==> config.mk <==
export PLATFORM = sky130hd
export DESIGN_NAME = native_mem_axi_bridge_flat
export DESIGN_NICKNAME = d
export VERILOG_FILES = /design/src/rtl/native_mem_axi_bridge_if.sv /design/src/rtl/native_mem_axi_bridge.sv /design/src/flat_wrapper.sv
export SDC_FILE = /design/constraint.sdc
export NUM_CORES = 1
export LEC_CHECK = 0
export ABC_AREA = 1
export BUFFER_PORTS_ARGS = -buffer_cell sky130_fd_sc_hd__buf_2
export CAP_MARGIN = 20
export CORE_UTILIZATION = 35
export DETAILED_ROUTE_END_ITERATION = 10
export GPL_ROUTABILITY_DRIVEN = 0
export PLACE_DENSITY = 0.7
export SLEW_MARGIN = 20
export SYNTH_ARGS = -nofsm -noshare
export SYNTH_HDL_FRONTEND = slang
export SYNTH_SLANG_ARGS = --single-unit
==> constraint.sdc <==
create_clock -name clk -period 3 [get_ports clk]
set_clock_uncertainty 0.2 [all_clocks]
set_input_delay 0.15 -clock clk [delete_from_list [all_inputs] [get_ports clk]]
set_output_delay 0.15 -clock clk [all_outputs]
set_load 0.05 [all_outputs]
==> src/rtl/native_mem_axi_bridge_if.sv <==
// native_mem_axi_bridge_if: native memory request port plus AXI4-Lite master channels
interface native_mem_axi_bridge_if;
  logic        mem_valid;
  logic        mem_instr;
  logic        mem_ready;
  logic [31:0] mem_addr;
  logic [31:0] mem_wdata;
  logic [3:0]  mem_wstrb;
  logic [31:0] mem_rdata;
  logic        mem_axi_awvalid;
  logic        mem_axi_awready;
  logic [31:0] mem_axi_awaddr;
  logic [2:0]  mem_axi_awprot;
  logic        mem_axi_wvalid;
  logic        mem_axi_wready;
  logic [31:0] mem_axi_wdata;
  logic [3:0]  mem_axi_wstrb;
  logic        mem_axi_bvalid;
  logic        mem_axi_bready;
  logic        mem_axi_arvalid;
  logic        mem_axi_arready;
  logic [31:0] mem_axi_araddr;
  logic [2:0]  mem_axi_arprot;
  logic        mem_axi_rvalid;
  logic        mem_axi_rready;
  logic [31:0] mem_axi_rdata;

  // bridge view: serves the native request, masters the AXI channels
  modport master (
    input  mem_valid, mem_instr, mem_addr, mem_wdata, mem_wstrb,
    output mem_ready, mem_rdata,
    output mem_axi_awvalid, mem_axi_awaddr, mem_axi_awprot,
    input  mem_axi_awready,
    output mem_axi_wvalid, mem_axi_wdata, mem_axi_wstrb,
    input  mem_axi_wready,
    input  mem_axi_bvalid,
    output mem_axi_bready,
    output mem_axi_arvalid, mem_axi_araddr, mem_axi_arprot,
    input  mem_axi_arready,
    input  mem_axi_rvalid, mem_axi_rdata,
    output mem_axi_rready
  );

  // environment view: the CPU issuing requests and the AXI memory answering them
  modport slave (
    output mem_valid, mem_instr, mem_addr, mem_wdata, mem_wstrb,
    input  mem_ready, mem_rdata,
    input  mem_axi_awvalid, mem_axi_awaddr, mem_axi_awprot,
    output mem_axi_awready,
    input  mem_axi_wvalid, mem_axi_wdata, mem_axi_wstrb,
    output mem_axi_wready,
    output mem_axi_bvalid,
    input  mem_axi_bready,
    input  mem_axi_arvalid, mem_axi_araddr, mem_axi_arprot,
    output mem_axi_arready,
    output mem_axi_rvalid, mem_axi_rdata,
    input  mem_axi_rready
  );
endinterface

==> src/rtl/native_mem_axi_bridge.sv <==
// native_mem_axi_bridge: one-outstanding native memory port to AXI4-Lite master with wait-state watchdog
module native_mem_axi_bridge #(
  parameter int unsigned TIMEOUT = 1024
) (
  input  logic                    clk,
  input  logic                    resetn,
  native_mem_axi_bridge_if.master bus,
  output logic                    bus_error
);
  typedef enum logic [2:0] {IDLE, RD_ADDR, RD_DATA, WR_REQ, WR_RESP, DONE} state_t;
  typedef struct packed {
    logic [31:0] addr;
    logic [31:0] wdata;
    logic [31:0] rdata;
    logic [31:0] cnt;
    logic [3:0]  wstrb;
    logic        instr;
    logic        ready;
    logic        awvalid;
    logic        wvalid;
    logic        bready;
    logic        arvalid;
    logic        rready;
    logic        aw_done;
    logic        w_done;
    logic        dropped;
    logic        error;
  } regs_t;
  localparam logic [31:0] LIMIT = 32'(TIMEOUT);
  state_t state, state_n;
  regs_t r, n;
  logic waiting, gone;
  assign waiting = state inside {RD_ADDR, RD_DATA, WR_REQ, WR_RESP};
  // once the requester lets go of mem_valid the transaction is orphaned for good
  assign gone = r.dropped | ~bus.mem_valid;
  // next state plus next image of every register; outputs come straight from the register image
  always_comb begin
    state_n = state;
    n = r;
    n.dropped = waiting ? gone : r.dropped;
    case (state)
      IDLE: if (bus.mem_valid) begin
        state_n = |bus.mem_wstrb ? WR_REQ : RD_ADDR;
        n.addr = bus.mem_addr;
        n.wdata = bus.mem_wdata;
        n.wstrb = bus.mem_wstrb;
        n.instr = bus.mem_instr;
        n.arvalid = ~|bus.mem_wstrb;
        n.awvalid = |bus.mem_wstrb;
        n.wvalid = |bus.mem_wstrb;
        n.aw_done = 1'b0;
        n.w_done = 1'b0;
        n.dropped = 1'b0;
      end
      RD_ADDR: if (r.arvalid && bus.mem_axi_arready) begin
        n.arvalid = 1'b0;
        n.rready = 1'b1;
        state_n = RD_DATA;
      end
      RD_DATA: if (r.rready && bus.mem_axi_rvalid) begin
        n.rdata = bus.mem_axi_rdata;
        n.rready = 1'b0;
        n.ready = ~gone;
        state_n = DONE;
      end
      WR_REQ: begin
        n.aw_done = r.aw_done | (r.awvalid & bus.mem_axi_awready);
        n.w_done = r.w_done | (r.wvalid & bus.mem_axi_wready);
        n.awvalid = r.awvalid & ~bus.mem_axi_awready;
        n.wvalid = r.wvalid & ~bus.mem_axi_wready;
        if (n.aw_done && n.w_done) begin
          n.bready = 1'b1;
          state_n = WR_RESP;
        end
      end
      WR_RESP: if (r.bready && bus.mem_axi_bvalid) begin
        n.bready = 1'b0;
        n.ready = ~gone;
        state_n = DONE;
      end
      DONE: begin
        n.ready = 1'b0;
        state_n = IDLE;
      end
      default: state_n = IDLE;
    endcase
    n.cnt = state_n == DONE ? '0 : waiting && r.cnt != LIMIT ? r.cnt + 32'd1 : r.cnt;
    n.error = r.error | (LIMIT != '0 && waiting && n.cnt == LIMIT);
  end
  // state and register image, cleared asynchronously
  always_ff @(posedge clk or negedge resetn)
    if (!resetn) begin
      state <= IDLE;
      r <= '0;
    end else begin
      state <= state_n;
      r <= n;
    end
  assign bus.mem_ready = r.ready;
  assign bus.mem_rdata = r.rdata;
  assign bus.mem_axi_awvalid = r.awvalid;
  assign bus.mem_axi_awaddr = r.addr;
  assign bus.mem_axi_awprot = {r.instr, 2'b00};
  assign bus.mem_axi_wvalid = r.wvalid;
  assign bus.mem_axi_wdata = r.wdata;
  assign bus.mem_axi_wstrb = r.wstrb;
  assign bus.mem_axi_bready = r.bready;
  assign bus.mem_axi_arvalid = r.arvalid;
  assign bus.mem_axi_araddr = r.addr;
  assign bus.mem_axi_arprot = {r.instr, 2'b00};
  assign bus.mem_axi_rready = r.rready;
  assign bus_error = r.error;
endmodule

==> src/flat_wrapper.sv <==
// flat-port wrapper written by rule: the top's interface ports become plain ports
module native_mem_axi_bridge_flat 
#(
  parameter int unsigned TIMEOUT = 1024
)
  (clk, resetn, bus_error, bus_mem_valid, bus_mem_instr, bus_mem_addr, bus_mem_wdata, bus_mem_wstrb, bus_mem_ready, bus_mem_rdata, bus_mem_axi_awvalid, bus_mem_axi_awaddr, bus_mem_axi_awprot, bus_mem_axi_awready, bus_mem_axi_wvalid, bus_mem_axi_wdata, bus_mem_axi_wstrb, bus_mem_axi_wready, bus_mem_axi_bvalid, bus_mem_axi_bready, bus_mem_axi_arvalid, bus_mem_axi_araddr, bus_mem_axi_arprot, bus_mem_axi_arready, bus_mem_axi_rvalid, bus_mem_axi_rdata, bus_mem_axi_rready);
  native_mem_axi_bridge_if bus_i ();
  input  logic clk;
  input  logic resetn;
  output logic bus_error;
  input wire logic [$bits(bus_i.mem_valid)-1:0] bus_mem_valid;
  input wire logic [$bits(bus_i.mem_instr)-1:0] bus_mem_instr;
  input wire logic [$bits(bus_i.mem_addr)-1:0] bus_mem_addr;
  input wire logic [$bits(bus_i.mem_wdata)-1:0] bus_mem_wdata;
  input wire logic [$bits(bus_i.mem_wstrb)-1:0] bus_mem_wstrb;
  output wire logic [$bits(bus_i.mem_ready)-1:0] bus_mem_ready;
  output wire logic [$bits(bus_i.mem_rdata)-1:0] bus_mem_rdata;
  output wire logic [$bits(bus_i.mem_axi_awvalid)-1:0] bus_mem_axi_awvalid;
  output wire logic [$bits(bus_i.mem_axi_awaddr)-1:0] bus_mem_axi_awaddr;
  output wire logic [$bits(bus_i.mem_axi_awprot)-1:0] bus_mem_axi_awprot;
  input wire logic [$bits(bus_i.mem_axi_awready)-1:0] bus_mem_axi_awready;
  output wire logic [$bits(bus_i.mem_axi_wvalid)-1:0] bus_mem_axi_wvalid;
  output wire logic [$bits(bus_i.mem_axi_wdata)-1:0] bus_mem_axi_wdata;
  output wire logic [$bits(bus_i.mem_axi_wstrb)-1:0] bus_mem_axi_wstrb;
  input wire logic [$bits(bus_i.mem_axi_wready)-1:0] bus_mem_axi_wready;
  input wire logic [$bits(bus_i.mem_axi_bvalid)-1:0] bus_mem_axi_bvalid;
  output wire logic [$bits(bus_i.mem_axi_bready)-1:0] bus_mem_axi_bready;
  output wire logic [$bits(bus_i.mem_axi_arvalid)-1:0] bus_mem_axi_arvalid;
  output wire logic [$bits(bus_i.mem_axi_araddr)-1:0] bus_mem_axi_araddr;
  output wire logic [$bits(bus_i.mem_axi_arprot)-1:0] bus_mem_axi_arprot;
  input wire logic [$bits(bus_i.mem_axi_arready)-1:0] bus_mem_axi_arready;
  input wire logic [$bits(bus_i.mem_axi_rvalid)-1:0] bus_mem_axi_rvalid;
  input wire logic [$bits(bus_i.mem_axi_rdata)-1:0] bus_mem_axi_rdata;
  output wire logic [$bits(bus_i.mem_axi_rready)-1:0] bus_mem_axi_rready;
  assign bus_i.mem_valid = bus_mem_valid;
  assign bus_i.mem_instr = bus_mem_instr;
  assign bus_i.mem_addr = bus_mem_addr;
  assign bus_i.mem_wdata = bus_mem_wdata;
  assign bus_i.mem_wstrb = bus_mem_wstrb;
  assign bus_mem_ready = bus_i.mem_ready;
  assign bus_mem_rdata = bus_i.mem_rdata;
  assign bus_mem_axi_awvalid = bus_i.mem_axi_awvalid;
  assign bus_mem_axi_awaddr = bus_i.mem_axi_awaddr;
  assign bus_mem_axi_awprot = bus_i.mem_axi_awprot;
  assign bus_i.mem_axi_awready = bus_mem_axi_awready;
  assign bus_mem_axi_wvalid = bus_i.mem_axi_wvalid;
  assign bus_mem_axi_wdata = bus_i.mem_axi_wdata;
  assign bus_mem_axi_wstrb = bus_i.mem_axi_wstrb;
  assign bus_i.mem_axi_wready = bus_mem_axi_wready;
  assign bus_i.mem_axi_bvalid = bus_mem_axi_bvalid;
  assign bus_mem_axi_bready = bus_i.mem_axi_bready;
  assign bus_mem_axi_arvalid = bus_i.mem_axi_arvalid;
  assign bus_mem_axi_araddr = bus_i.mem_axi_araddr;
  assign bus_mem_axi_arprot = bus_i.mem_axi_arprot;
  assign bus_i.mem_axi_arready = bus_mem_axi_arready;
  assign bus_i.mem_axi_rvalid = bus_mem_axi_rvalid;
  assign bus_i.mem_axi_rdata = bus_mem_axi_rdata;
  assign bus_mem_axi_rready = bus_i.mem_axi_rready;
  native_mem_axi_bridge #(.TIMEOUT(TIMEOUT)) u_core (.clk(clk), .resetn(resetn), .bus(bus_i), .bus_error(bus_error));
endmodule
==> impl_summary.md <==
CTS
The number of setup buffers added after CTS is 0. The number of clock sinks is 146. The root buffer cell is sky130_fd_sc_hd__clkbuf_16. The post-CTS clock slew at the launch and capture registers of the worst setup and hold paths is about 0.070 ns.

Hold repair after CTS inserted roughly 110 buffers. Post-CTS repair changed the size of 0 cells. At the later pin of the worst-skew pair, clock insertion delay measures 0.42 ns.

The CTS tree is yes. The number of buffers inserted during clock tree synthesis is 17. The buffer depth of the longest clock path is 2. The count of H-tree levels built during CTS is 4.

Route
After the first detailed-routing iteration, the DRC count stood at between 400 and 500. The pre-antenna-repair detailed-routing pass consisted of 5 iterations. The number of vias per cell after detailed routing is 4.55.

In this run the remaining antenna-violating nets after routing total 0. The total DRC errors in the routed layout is 0. The routed wire length is between 20000 and 25000 um.

The routed wire length per instance is roughly 13 um. The routed layout has between 7k and 8k vias.

Worst setup path
For this run, the slowest stage of the critical path takes 0.48 ns. The highest fanout seen on the critical path is 26. The signal on the critical path passes through nor2_2, nand2_1, nand3_2, inv_2, nor2_4, buf_4, nand2_1, nand2_1, nand2_1, nand2_1, nor2_1, nand3_1, nor2_1, nand2_1, nand2_1. The worst endpoint data arrival time is 2.76 ns. The kind of end point of the critical path is a flop. The worst setup path startpoint is u_core.state[0]$_DFF_PN0_. In this run the critical register-to-register path is launched from u_core.state[0]$_DFF_PN0_. The worst register-to-register path has a depth of 15.

The worst setup path is launched from a flop. In this design, the largest share of critical-path delay is due to simple AND/OR/NAND/NOR gates. Across all register-to-register paths, the minimum setup slack is between 0.3 and 0.4 ns. The slowest stage cell on the critical path is sky130_fd_sc_hd__nor2_4. The capture point of the worst reg-to-reg path is u_core.bus_error$_DFF_PN0_. Counting both buffers and inverters, the worst setup path holds a total of 2.

The critical path in this run is classified as flop to flop. The required time of the worst setup path is 3.11 ns. The most used cell along the critical path is sky130_fd_sc_hd__nand2_1.

Floorplan
The I/O pin count is roughly 250. The die area is ~24000 um2. The floorplan core area is 22700 um2. From bottom edge to top edge, the die measures between 150 and 200 um. The total number of placement rows is 55.

Measured along the x axis, the die boundary spans 155 um. Once the floorplan was initialized, standard cells occupied between 30 and 40% of the core.

Global route
The maximum number of pins on one net before global-route repair is between 70 and 80. The first global-routing pass estimated between 30000 and 40000 um of wire. The number of antenna violations at the first check in global routing is 0. The number of global-route vias before repair is 7455.

The overall fraction of global-route tracks in use is 18.9%. The overall overflow remaining after global route is 0.

Pwr
The peak supply drop is between 700 and 800 uV. Of the total power, combinational logic draws ~54%. The switching fraction of total power is 55.1%.

Per report_power, the clock group accounts for 17.8% of the total. The switching power is 6.64 mW. In this run, flip-flops and latches consume around 28% of the power. Cell internal power was estimated by the tool at approximately 5.4 mW. The leakage component of the power is slightly below 6 nW. The power per cell area is between 1000 and 1500 nW/um2.

Timing
The worst slew slack as a fraction of its limit is about 36%. The time the final worst path needs with I/O delays and setup is approximately 2.6 ns. Setup repair after global routing left no endpoint under its margin.

The number of slew-limit violations in the final report was 0. The number of hold-slack violations in the final timing report is 0. The post-route setup TNS is 0 ns.

The count of final setup violators is 0. The upper clock frequency limit is between 300 and 400 MHz. At the pin with the least slew margin, the transition time is ~0.95 ns. After layout, the worst path uses between 80% and 90% of the clock period.

Final layout
Compared with the post-synthesis result, the final layout area differs by 26.6%. The storage element area is between 3000 and 4000 um2. In the final layout, the multi-input gates occupy 3020 um2. The fraction of layout instances using a drive strength above 1 is 22.8%.

In the final design database the tool counted about 1.5k nets. With fillers left out, the area of the finished cells amounts to around 10000 um2. Counting the fill cells in the layout gives between 2k and 2.5k. The number of antenna repair diodes is 0.

Logic synthesis
The combined area of all synthesized cells is 8140 um2. The proportion of netlist area held by the largest area contributor is between 40 and 50%. In the post-synthesis netlist, the cell with the most instances is sky130_fd_sc_hd__nand2_1.

The count of distinct cell types in the synthesized netlist is 30. Counting flops with an async set or reset pin after synthesis yields a share of between 90% and 100%. The mean instance size in the synthesized netlist is around 7.2 um2. Summing the sequential cell areas from Yosys gives approximately 45% of the chip area.

Counting instances in the post-synthesis netlist gives the leading cell types as sky130_fd_sc_hd__nand2_1, sky130_fd_sc_hd__dfrtp_1, sky130_fd_sc_hd__buf_4. By area the synthesized netlist is led by sky130_fd_sc_hd__dfrtp_1, sky130_fd_sc_hd__nand2_1, sky130_fd_sc_hd__buf_4. The most used flip-flop cell after synthesis is sky130_fd_sc_hd__dfrtp_1. Synthesis inferred 146 register bits. The number of enable-type register cells in the synthesized netlist is 0. The cell type contributing the most total cell area after synthesis is sky130_fd_sc_hd__dfrtp_1. The cell count after synthesis came out at between 1k and 1.5k.

The Yosys step of the flow raised 0 warnings.

Run
Across the run, the number of max-cap violations was 0.

Placed design
The placed instance area is about 8600 um2. The HPWL after detailed placement is around 14000 um. The total of buffers placed on input and output ports is 249.

Worst hold path
The min-delay analysis places its worst path in the category primary input to asynchronous set/reset pin.

Status
The flow ran to the end, and the final reports show no timing, DRC or antenna violations.
-- state kept, by name (all words and copies together) (netlist names) --
| signal | count |
|---|---|
| u_core.bus_error | 1 |
| u_core.bus.mem_axi_wstrb | 4 |
| u_core.bus.mem_axi_wdata | 32 |
| u_core.bus.mem_axi_rready | 1 |
| u_core.bus.mem_axi_awvalid | 1 |
| u_core.bus.mem_axi_arprot | 1 |
| u_core.bus.mem_rdata | 32 |
| u_core.bus.mem_axi_bready | 1 |
| u_core.bus.mem_axi_arvalid | 1 |
| u_core.bus.mem_axi_araddr | 32 |
| u_core.r | 35 |
| u_core.bus.mem_axi_wvalid | 1 |
| u_core.state | 3 |
| u_core.bus.mem_ready | 1 |
-- how the worst max path moves through the flow --
stage / to / slack [ns] / depth (start not counted)
floorplan: u_core.bus_error$_DFF_PN0_ / 0.92 / 17
global placement: u_core.bus_error$_DFF_PN0_ / 0.43 / 17
detailed placement: u_core.bus_error$_DFF_PN0_ / 0.42 / 15
CTS: u_core.bus_error$_DFF_PN0_ / 0.41 / 15
global route: u_core.bus_error$_DFF_PN0_ / 0.11 / 17
finish: u_core.bus_error$_DFF_PN0_ / 0.35 / 15
-- power groups by stage --
stage,Combinational [mW],Sequential (mW),Clock (mW)
finish,6.56,3.35,2.14
global route,7.02,3.45,2.27
CTS,6.51,3.33,2.20
detailed placement,6.40,3.33,0
global placement,6.32,3.33,0
floorplan,6.09,3.32,0
-- cell usage in the layout, fill, tap and decap left out, types with 3 or more instances in the layout --
master,synthesis,routed
sky130_fd_sc_hd__clkbuf_16,0,17
sky130_fd_sc_hd__xor2_1,6,6
sky130_fd_sc_hd__conb_1,1,4
sky130_fd_sc_hd__nor2_1,88,88
sky130_fd_sc_hd__inv_1,77,77
sky130_fd_sc_hd__dfrtp_1,146,146
sky130_fd_sc_hd__nor2_2,5,5
sky130_fd_sc_hd__nand2_2,3,3
sky130_fd_sc_hd__nand3_2,3,4
sky130_fd_sc_hd__buf_4,138,5
sky130_fd_sc_hd__inv_2,4,5
sky130_fd_sc_hd__o21ai_0,19,19
sky130_fd_sc_hd__buf_2,7,248
sky130_fd_sc_hd__inv_8,0,4
sky130_fd_sc_hd__inv_6,0,4
sky130_fd_sc_hd__o21ai_1,4,4
sky130_fd_sc_hd__nand3_1,35,34
sky130_fd_sc_hd__nor2_4,3,3
sky130_fd_sc_hd__nand2_1,535,535
sky130_fd_sc_hd__nand3b_1,9,9
sky130_fd_sc_hd__nand4_1,6,6
sky130_fd_sc_hd__dlygate4sd3_1,0,108
-- cell families after synthesis --
kind of cell | Yosys count | share of synthesized area (%)
XOR/XNOR | 6 | 0.645
other | 1 | 0.0460
AND/OR/NAND/NOR | 691 | 34.0
AO/OA/AOI/OAI | 28 | 1.86
flip-flops | 146 | 44.9
buffers and inverters | 251 | 18.3
adder cells (fa/ha/maj) | 2 | 0.307
-- layout make-up --
cell class                      count  share of cell area [%]
Inverter                           82                    2.98
Clock buffer                       17                    4.12
Sequential cell                   146                    35.4
Multi-Input combinational cell    731                    29.2
Tap cell                          285                    3.46
Clock inverter                     15                    1.59
Timing Repair Buffer              363                    23.2
-- layer usage --
| layer | track usage (%) | vias up | share of wire [%] |
|---|---|---|---|
| met3 | 4.12 | 49 | 6.2 |
| met5 | 0 | - | 0 |
| li1 | - | 3685 | - |
| met2 | 31.9 | 264 | 49 |
| met1 | 23.6 | 3466 | 42 |
| met4 | 7.31 | 0 | 2.5 |
-- stage by stage --
stage	utilization, %	power, mW	hold WS [ns]	setup slack [ns]	cells
after detailed placement	38.1	9.73	0.0402	0.419	1499
after floorplan	-	9.42	-0.346	0.917	1128
after global placement	38.1	9.65	0.0303	0.431	1499
after CTS	45.4	12.0	0.170	0.405	1639
after global routing	45.4	12.7	0.197	0.110	1639
final	45.4	12.1	0.138	0.352	1639
Power figures use the tool's default switching activity.
